**config.mk**
```make
export PLATFORM = sky130hd
export DESIGN_NAME = smul_rr_sched
export DESIGN_NICKNAME = d
export VERILOG_FILES = /design/src/rtl/smul_sched_pkg.sv /design/src/rtl/smul_rr_sched_smul.sv /design/src/rtl/smul_rr_sched.sv
export SDC_FILE = /design/constraint.sdc
export NUM_CORES = 1
export LEC_CHECK = 0
export ABC_AREA = 1
export BUFFER_PORTS_ARGS = -buffer_cell sky130_fd_sc_hd__buf_4
export CAP_MARGIN = 5
export CORE_MARGIN = 2
export CORE_UTILIZATION = 45
export CTS_CLUSTER_SIZE = 8
export DETAILED_ROUTE_END_ITERATION = 8
export HOLD_SLACK_MARGIN = 0.02
export PLACE_DENSITY_LB_ADDON = 0.2
export SYNTH_ARGS = -nofsm -noshare
export SYNTH_HDL_FRONTEND = slang
export SYNTH_SLANG_ARGS = --single-unit
export TNS_END_PERCENT = 1
```
**constraint.sdc**
```tcl
create_clock -name clk -period 16.4 [get_ports clk]
set_clock_uncertainty 0.15 [all_clocks]
set_input_delay 0.82 -clock clk [delete_from_list [all_inputs] [get_ports clk]]
set_output_delay 0.82 -clock clk [all_outputs]
set_load 0.02 [all_outputs]
```
**src/rtl/smul_sched_pkg.sv**
```systemverilog
// Shared widths and arbitration helpers for schedulers that time-share one
// signed multiplier among several requesters.
package smul_sched_pkg;

  localparam int MAX_REQ   = 32;
  localparam int MAX_IDX_W = 5;

  function automatic int PROD_W(input int width_a, input int width_b);
    return width_a + width_b - 1;
  endfunction

  function automatic int id_w(input int num_req);
    return (num_req <= 2) ? 1 : $clog2(num_req);
  endfunction

  // First set bit of valid at or above ptr, wrapping modulo num_req; -1 when none.
  function automatic int rr_pick(input logic [MAX_REQ-1:0] valid, input int ptr,
                                 input int num_req);
    int pick;
    int j;
    pick = -1;
    for (int i = 0; i < MAX_REQ; i++) begin
      if (i < num_req && pick < 0) begin
        j = ptr + i;
        if (j >= num_req) j = j - num_req;
        if (valid[j[MAX_IDX_W-1:0]]) pick = j;
      end
    end
    return pick;
  endfunction

endpackage

```
**src/rtl/smul_rr_sched_smul.sv**
```systemverilog
// Signed multiplier shared by the scheduler; the product keeps
// WIDTH_A+WIDTH_B-1 bits, so only (-max)*(-max) wraps.
module SMUL
  import smul_sched_pkg::*;
#(
  parameter int WIDTH_A = 16,
  parameter int WIDTH_B = 16
) (
  input  logic signed [WIDTH_A-1:0]                 a,
  input  logic signed [WIDTH_B-1:0]                 b,
  output logic signed [PROD_W(WIDTH_A, WIDTH_B)-1:0] p
);

  assign p = PROD_W(WIDTH_A, WIDTH_B)'(a * b);

endmodule

```
**src/rtl/smul_rr_sched.sv**
```systemverilog
// Round-robin scheduler feeding NUM_REQ requesters into one PIPE-stage signed
// multiplier. Define SMUL_SCHED_FIXED_PRIO_EN for lowest-index-wins arbitration.
module smul_rr_sched
  import smul_sched_pkg::*;
#(
  parameter int NUM_REQ = 4,
  parameter int WIDTH_A = 16,
  parameter int WIDTH_B = 16,
  parameter int PIPE    = 2
) (
  input  logic                                 clk,
  input  logic                                 rst,
  input  logic [NUM_REQ-1:0]                   req_valid,
  output logic [NUM_REQ-1:0]                   req_ready,
  input  logic [NUM_REQ*WIDTH_A-1:0]           req_a,
  input  logic [NUM_REQ*WIDTH_B-1:0]           req_b,
  output logic                                 rsp_valid,
  input  logic                                 rsp_ready,
  output logic [PROD_W(WIDTH_A, WIDTH_B)-1:0]  rsp_data,
  output logic [id_w(NUM_REQ)-1:0]             rsp_id
);

  localparam int P_W  = PROD_W(WIDTH_A, WIDTH_B);
  localparam int ID_W = id_w(NUM_REQ);

  logic            adv;
  logic            xfer;
  int              pick;
  logic [ID_W-1:0] g_idx;

  assign adv = !(rsp_valid && !rsp_ready);

`ifdef SMUL_SCHED_FIXED_PRIO_EN
  assign pick = rr_pick(MAX_REQ'(req_valid), 0, NUM_REQ);
`else
  logic [ID_W-1:0] ptr;

  assign pick = rr_pick(MAX_REQ'(req_valid), int'(ptr), NUM_REQ);

  // NOTE: sequential state uses non-blocking assignments so every register
  // samples pre-edge values regardless of process ordering.
  always_ff @(posedge clk or posedge rst) begin
    if (rst) begin
      ptr <= '0;
    end else if (xfer) begin
      ptr <= (g_idx == ID_W'(NUM_REQ - 1)) ? '0 : g_idx + 1'b1;
    end
  end
`endif

  assign xfer  = adv && (pick >= 0);
  assign g_idx = ID_W'(pick);

  // NOTE: default assigned first so no path leaves req_ready unassigned (no latch).
  always_comb begin
    req_ready = '0;
    if (xfer) req_ready[g_idx] = 1'b1;
  end

  logic                      s1_v;
  logic signed [WIDTH_A-1:0] s1_a;
  logic signed [WIDTH_B-1:0] s1_b;
  logic [ID_W-1:0]           s1_id;
  logic signed [P_W-1:0]     prod;

  // Operands and id only load on a real transfer; a bubble keeps the last pair.
  always_ff @(posedge clk or posedge rst) begin
    if (rst) begin
      s1_v  <= 1'b0;
      s1_a  <= '0;
      s1_b  <= '0;
      s1_id <= '0;
    end else if (adv) begin
      s1_v <= xfer;
      if (xfer) begin
        s1_a  <= req_a[int'(g_idx)*WIDTH_A +: WIDTH_A];
        s1_b  <= req_b[int'(g_idx)*WIDTH_B +: WIDTH_B];
        s1_id <= g_idx;
      end
    end
  end

  SMUL #(
    .WIDTH_A(WIDTH_A),
    .WIDTH_B(WIDTH_B)
  ) u_smul (
    .a(s1_a),
    .b(s1_b),
    .p(prod)
  );

  generate
    if (PIPE == 1) begin : g_pipe1
      assign rsp_valid = s1_v;
      assign rsp_data  = prod;
      assign rsp_id    = s1_id;
    end else begin : g_pipen
      localparam int D = PIPE - 1;

      logic            v_q  [D];
      logic [P_W-1:0]  d_q  [D];
      logic [ID_W-1:0] id_q [D];

      // NOTE: these stage arrays are reset element by element because the
      // response outputs must read zero out of reset.
      always_ff @(posedge clk or posedge rst) begin
        if (rst) begin
          for (int k = 0; k < D; k++) begin
            v_q[k]  <= 1'b0;
            d_q[k]  <= '0;
            id_q[k] <= '0;
          end
        end else if (adv) begin
          v_q[0]  <= s1_v;
          d_q[0]  <= prod;
          id_q[0] <= s1_id;
          for (int k = 1; k < D; k++) begin
            v_q[k]  <= v_q[k-1];
            d_q[k]  <= d_q[k-1];
            id_q[k] <= id_q[k-1];
          end
        end
      end

      assign rsp_valid = v_q[D-1];
      assign rsp_data  = d_q[D-1];
      assign rsp_id    = id_q[D-1];
    end
  endgenerate

endmodule

```
**Word-level counts from Yosys, hierarchy flattened**

Cells that the tools add are included.

- Multiply operators: 1
- Equality and inequality tests: 1
- Bitwise operators: 1
- Multiplexer cells: 26
- Add/subtract/negate cells: 8
- Shift-type cells: 2
- Reduce and logical (&&, ||, !) cells: 6
- Order comparisons: 14

Operators by type and width:

| cell | count |
|---|---|
| $mux W32 | 14 |
| $shiftx A64 B7 Y16 | 2 |
| $lt A32 B1 Y1 const B | 3 |
| $ge A32 B1 Y1 const B | 1 |
| $mul A16 B16 Y31 | 1 |
| $lt A5 B6 Y1 const B | 4 |
| $bmux W1 S5 | 4 |
| $sub A3 B3 Y4 const B | 3 |
| $ge A3 B3 Y1 const B | 3 |
| $add A2 B2 Y3 const B | 2 |
| $mux W1 | 5 |
| $mux W4 | 1 |
| $sub A2 B3 Y4 const B | 1 |
| $add A2 B1 Y3 const B | 1 |
| $ge A2 B3 Y1 const B | 1 |
| $logic_and A1 B1 Y1 | 3 |
| $lt A2 B3 Y1 const B | 1 |
| $add A2 B1 Y2 const B | 1 |
| $demux W1 S2 | 1 |
| $eq A2 B2 Y1 const B | 1 |
| $ge A2 B1 Y1 const B | 1 |
| $logic_not A1 Y1 | 2 |
| $mux W2 | 1 |
| $reduce_and A2 Y1 | 1 |
| $not A1 Y1 | 1 |

- Logic and storage cells: 67
- Input bits: 135
- Flip-flop bits (word level): 71
- Output and inout port bits: 38

**Longest topological paths before layout**

- Depth after elaboration: 28
- Gate-level depth with buffers: 30
- Gate-level depth less buffers: 28

**By module**

A second synthesis with hierarchy kept.

- Cell total of the unflattened synthesis: 2114
- Area total of the unflattened synthesis: 15145.8 µm²

Modules (own cells, without submodules):

| module | cells each | area an instance (µm²) | instances | seq. area each (µm²) |
|---|---|---|---|---|
| SMUL | 1381 | 10397.5 | 1 | 0.0 |
| smul_rr_sched | 733 | 4748.3 | 1 | 1776.7 |

**Worst setup path after synthesis**

OpenSTA, ideal clock, no wires.

- Path kind: flip-flop to flip-flop
- Start point: register s1_b[2]
- End point: register g_pipen.d_q (netlist bit rsp_data[30])
- Data required time: 16.184 ns
- Setup time: 0.066 ns
- Path buffers: 2
- Arrival time: 5.504 ns
- Cell stages (with the launch flop): 24
- Clock period less this slack: 5.719 ns
- Setup slack: 10.681 ns
- Path through: dfrtp_1 clkbuf_1 clkbuf_1 nand2_1 fa_1 fa_1 inv_1 fa_1 fa_1 inv_1 fa_1 inv_1 fa_1 ha_1 inv_1 nor3_1 nand2_1 nor3_1 nand2_1 nand2_1 inv_1 nand3_1 nand3_1 nand2_1

- Cells in the longest elaborated chain, start to end: 1

RTL lines:

| what | RTL line | source |
|---|---|---|
| from (decl) | smul_rr_sched.sv:62 | `logic signed [WIDTH_B-1:0] s1_b;` |
| from (signal assigned) | smul_rr_sched.sv:77 | `s1_b <= req_b[int'(g_idx)*WIDTH_B +: WIDTH_B];` |
| $mul A16 B16 Y31 | smul_rr_sched_smul.sv:14 | `assign p = PROD_W(WIDTH_A, WIDTH_B)'(a * b);` |
| to (signal, indexed assignment) | smul_rr_sched.sv:119 | `d_q[k] <= d_q[k-1];` |
| to (decl) | smul_rr_sched.sv:101 | `logic [P_W-1:0] d_q [D];` |

No other way between the ends.
A chain may end at the register's enable or synchronous reset.

**Worst setup path in the final report**

- Start point: register s1_b[4]
- End point: register g_pipen.d_q (netlist bit rsp_data[23])

The elaborated chain is that of the path after synthesis.

==> run_results.csv <==
group,metric,value,unit
drt,vias,12668,
global_routing,antenna_found_initial,0,
critical_path,setup.worst_path.start,"s1_b[4]",
synthesis,syn_nets,2551,
global_routing,grt_pass1_wl,65600,microns
sta,setup_tns,0,ns
critical_path,cp_num_cells,18,
drt,routed_wl,38500,microns
sta,rsz0062_at_grt,"false",
clock_tree,cts_resized,0,
layout,syn_to_final_growth,12.1,%
critical_path,critPathMaxStageDelay,0.82,ns
synthesis,synthTopCellsByArea,"fa_1 (34%), nand2_1 (15%), inv_1 (15%)",
synthesis,synth-seq-cells,71,
sta,drv_slew,0,
layout,diodes,0,
clock_tree,holdBufCountCts,0,
critical_path,cp-end-kind,"flop",
drt,antenna_left,0,
synthesis,ys.flop_type,"dfrtp_1",
layout,final_common_cell,"nand2_1",
critical_path,cp_data_arrival_time,6.56,ns
layout,drive_gt1_share,10.0,%
critical_path,crit_path_top_delay_cell,"dfrtp_1",
critical_path,r2r_slack,9.93,ns
global_routing,grt_use_total,23.9,%
critical_path,rr_endpoint,"rsp_data[23]",
synthesis,syn_inst,2072,
sta,setup-violations-final,0,
place,dpl.hpwl,31200,microns
critical_path,critPathTopFamily,"adder cells",
synthesis,avgSynthCellArea,7.17,sq um
place,io_buffers,172,
drt,dr.pass1.iters,5,
synthesis,yosysSeqAreaShare,12.0,%
sta,timing.fmax,155,MHz
run_status,status,"finished clean",
place,dpl.cell_count,2589,
synthesis,netlist_area,14900,sq um
drt,vias_per_cell,4.86,
critical_path,r2r_cells,18,
floorplanning,start_util,45.7,%
clock_tree,cts_buffer_depth,2,
clock_tree,cts_htree_levels,3,
synthesis,synth_top_area_cell,"fa_1",
synthesis,synth_edf_count,0,
global_routing,grt_max_degree,72,
floorplanning,fp-row-count,66,
clock_tree,cts_made_buffers,9,
synthesis,synthArstFlopShare,100,%
critical_path,path_cells,"nand2_1 > fa_1 > fa_1 > inv_1 > fa_1 > fa_1 > fa_1 > inv_1 > fa_1 > inv_1 > ha_1 > a21oi_1 > o21ai_0 > a21oi_1 > nand3_1 > or2_2 > nand3_1 > nand2_1",
clock_tree,cts-root-buf,"clkbuf_16",
sta,slew_headroom,32.9,%
floorplanning,die_area,34500,sq um
layout,nets,2638,
global_routing,grt_pass1_vias,13197,
synthesis,yosys_warnings,0,
critical_path,critical_path.max_fanout,17,
layout,layout_common_cells,"nand2_1 (598), inv_1 (576), fa_1 (256)",
floorplanning,core-area,32500,sq um
global_routing,overflow,0,
place,gp_congestion,0.858,
min_path,hp-class,"reg2reg",
critical_path,path_buf_inv,3,
drt,drc,0,
critical_path,cp-start-kind,"flop",
critical_path,path_class,"reg2reg",
drt,detail_route.iter0.violations,781,
sta,layout_worst_path_cycle_share,39.4,%
clock_tree,path_clk_slew,0.07,ns
clock_tree,cts_tree,"yes",
sta,max_slew.worst_pin.slew,1.00,ns
synthesis,synth.distinct_cells,35,
clock_tree,post_cts_buffers,0,
critical_path,critical_path_required,16.49,ns
sta,fin_crit,6.47,ns
critical_path,cp-endpoint,"rsp_data[23]",
sta,whs,0.302,ns
clock_tree,cts.sinks,71,
drt,wl_per_cell,14.8,microns
layout,fin_cells,2606,
floorplanning,pin_count,173,
clock_tree,clock_latency,0.35,ns
floorplanning,die_y,186,microns
critical_path,r2r_start,"s1_b[4]",
synthesis,synth_top_area_share,34.5,%
run,maxCapViolations,0,
sta,final_hold_viol_count,0,
floorplanning,die_x,186,microns
critical_path,path_common_cell,"fa_1",
==> state kept, by name, indices dropped and copies added (netlist names) <==
signal     cells
rsp_data      31
s1_a          16
s1_b          16
ptr            2
rsp_id         2
s1_id          2
rsp_valid      1
s1_v           1
==> worst reg2reg max path: stages, from the launching register on <==
cell and delay [ns]:
dfrtp_1 0.82, nand2_1 0.30, fa_1 0.64, fa_1 0.51
inv_1 0.28, fa_1 0.50, fa_1 0.51, fa_1 0.49
inv_1 0.05, fa_1 0.47, inv_1 0.04, ha_1 0.35
a21oi_1 0.28, o21ai_0 0.22, a21oi_1 0.20, nand3_1 0.15
or2_2 0.30, nand3_1 0.07, nand2_1 0.06
==> per-layer routing <==
layer | wire length (microns) | GRT usage, % | share of wire [%] | up-vias
met1 | 17800 | 32.6 | 46 | 6162
li1 | - | - | - | 6126
met2 | 18300 | 41.1 | 48 | 335
met3 | 1760 | 2.52 | 4.6 | 45
met5 | 0 | 0 | 0 | -
met4 | 639 | 5.45 | 1.7 | 0
==> worst min path at each step <==
stage               from        end  slack (ns)  cells past startpoint
floorplan           s1_v  rsp_valid        0.27                      2
global placement    s1_v  rsp_valid        0.28                      2
detailed placement  s1_v  rsp_valid        0.29                      2
CTS                 s1_v  rsp_valid        0.31                      2
global route        s1_v  rsp_valid        0.34                      2
finish              s1_v  rsp_valid        0.30                      2
==> cell usage after synthesis, types with 7 or more instances <==
cell type,number
nand2_1,598
inv_1,577
fa_1,256
nand3_1,170
ha_1,88
dfrtp_1,71
clkbuf_1,70
nor2_1,57
o21ai_0,40
a21oi_1,33
buf_2,19
nor3_1,11
xnor2_1,9
nand4_1,8
xor2_1,8
buf_4,7
==> area by class of cell <==
| cell class | instances | area [sq um] |
|---|---|---|
| Sequential cell | 71 | 1780 |
| Timing Repair Buffer | 179 | 1360 |
| Tap cell | 442 | 553 |
| Inverter | 582 | 2180 |
| Multi-Input combinational cell | 1316 | 10400 |
| Clock buffer | 9 | 225 |
| Fill cell | 3247 | 15900 |
| Clock inverter | 7 | 111 |
==> stage by stage <==
stage / setup WS (ns) / utilization, % / instance area (sq um)
finish: 9.93 / 51.2 / 16700
global route: 9.63 / 51.2 / 16700
CTS: 9.94 / 51.1 / 16600
detailed placement: 9.94 / 50.1 / 16300
global placement: 10.00 / 50.1 / 16300
floorplan: 10.68 / - / 14900
==> cells by family after synthesis <==
family / after synthesis / synth area share [%]
flops: 71 / 12.0
simple gates: 865 / 24.0
buf+inv: 685 / 17.8
xor+xnor: 17 / 1.00
fa+ha+maj: 344 / 41.9
compound gates: 90 / 3.38
Power is not shown: default switching activity piles up to over one toggle a cycle in this logic, so the estimate is an artifact.
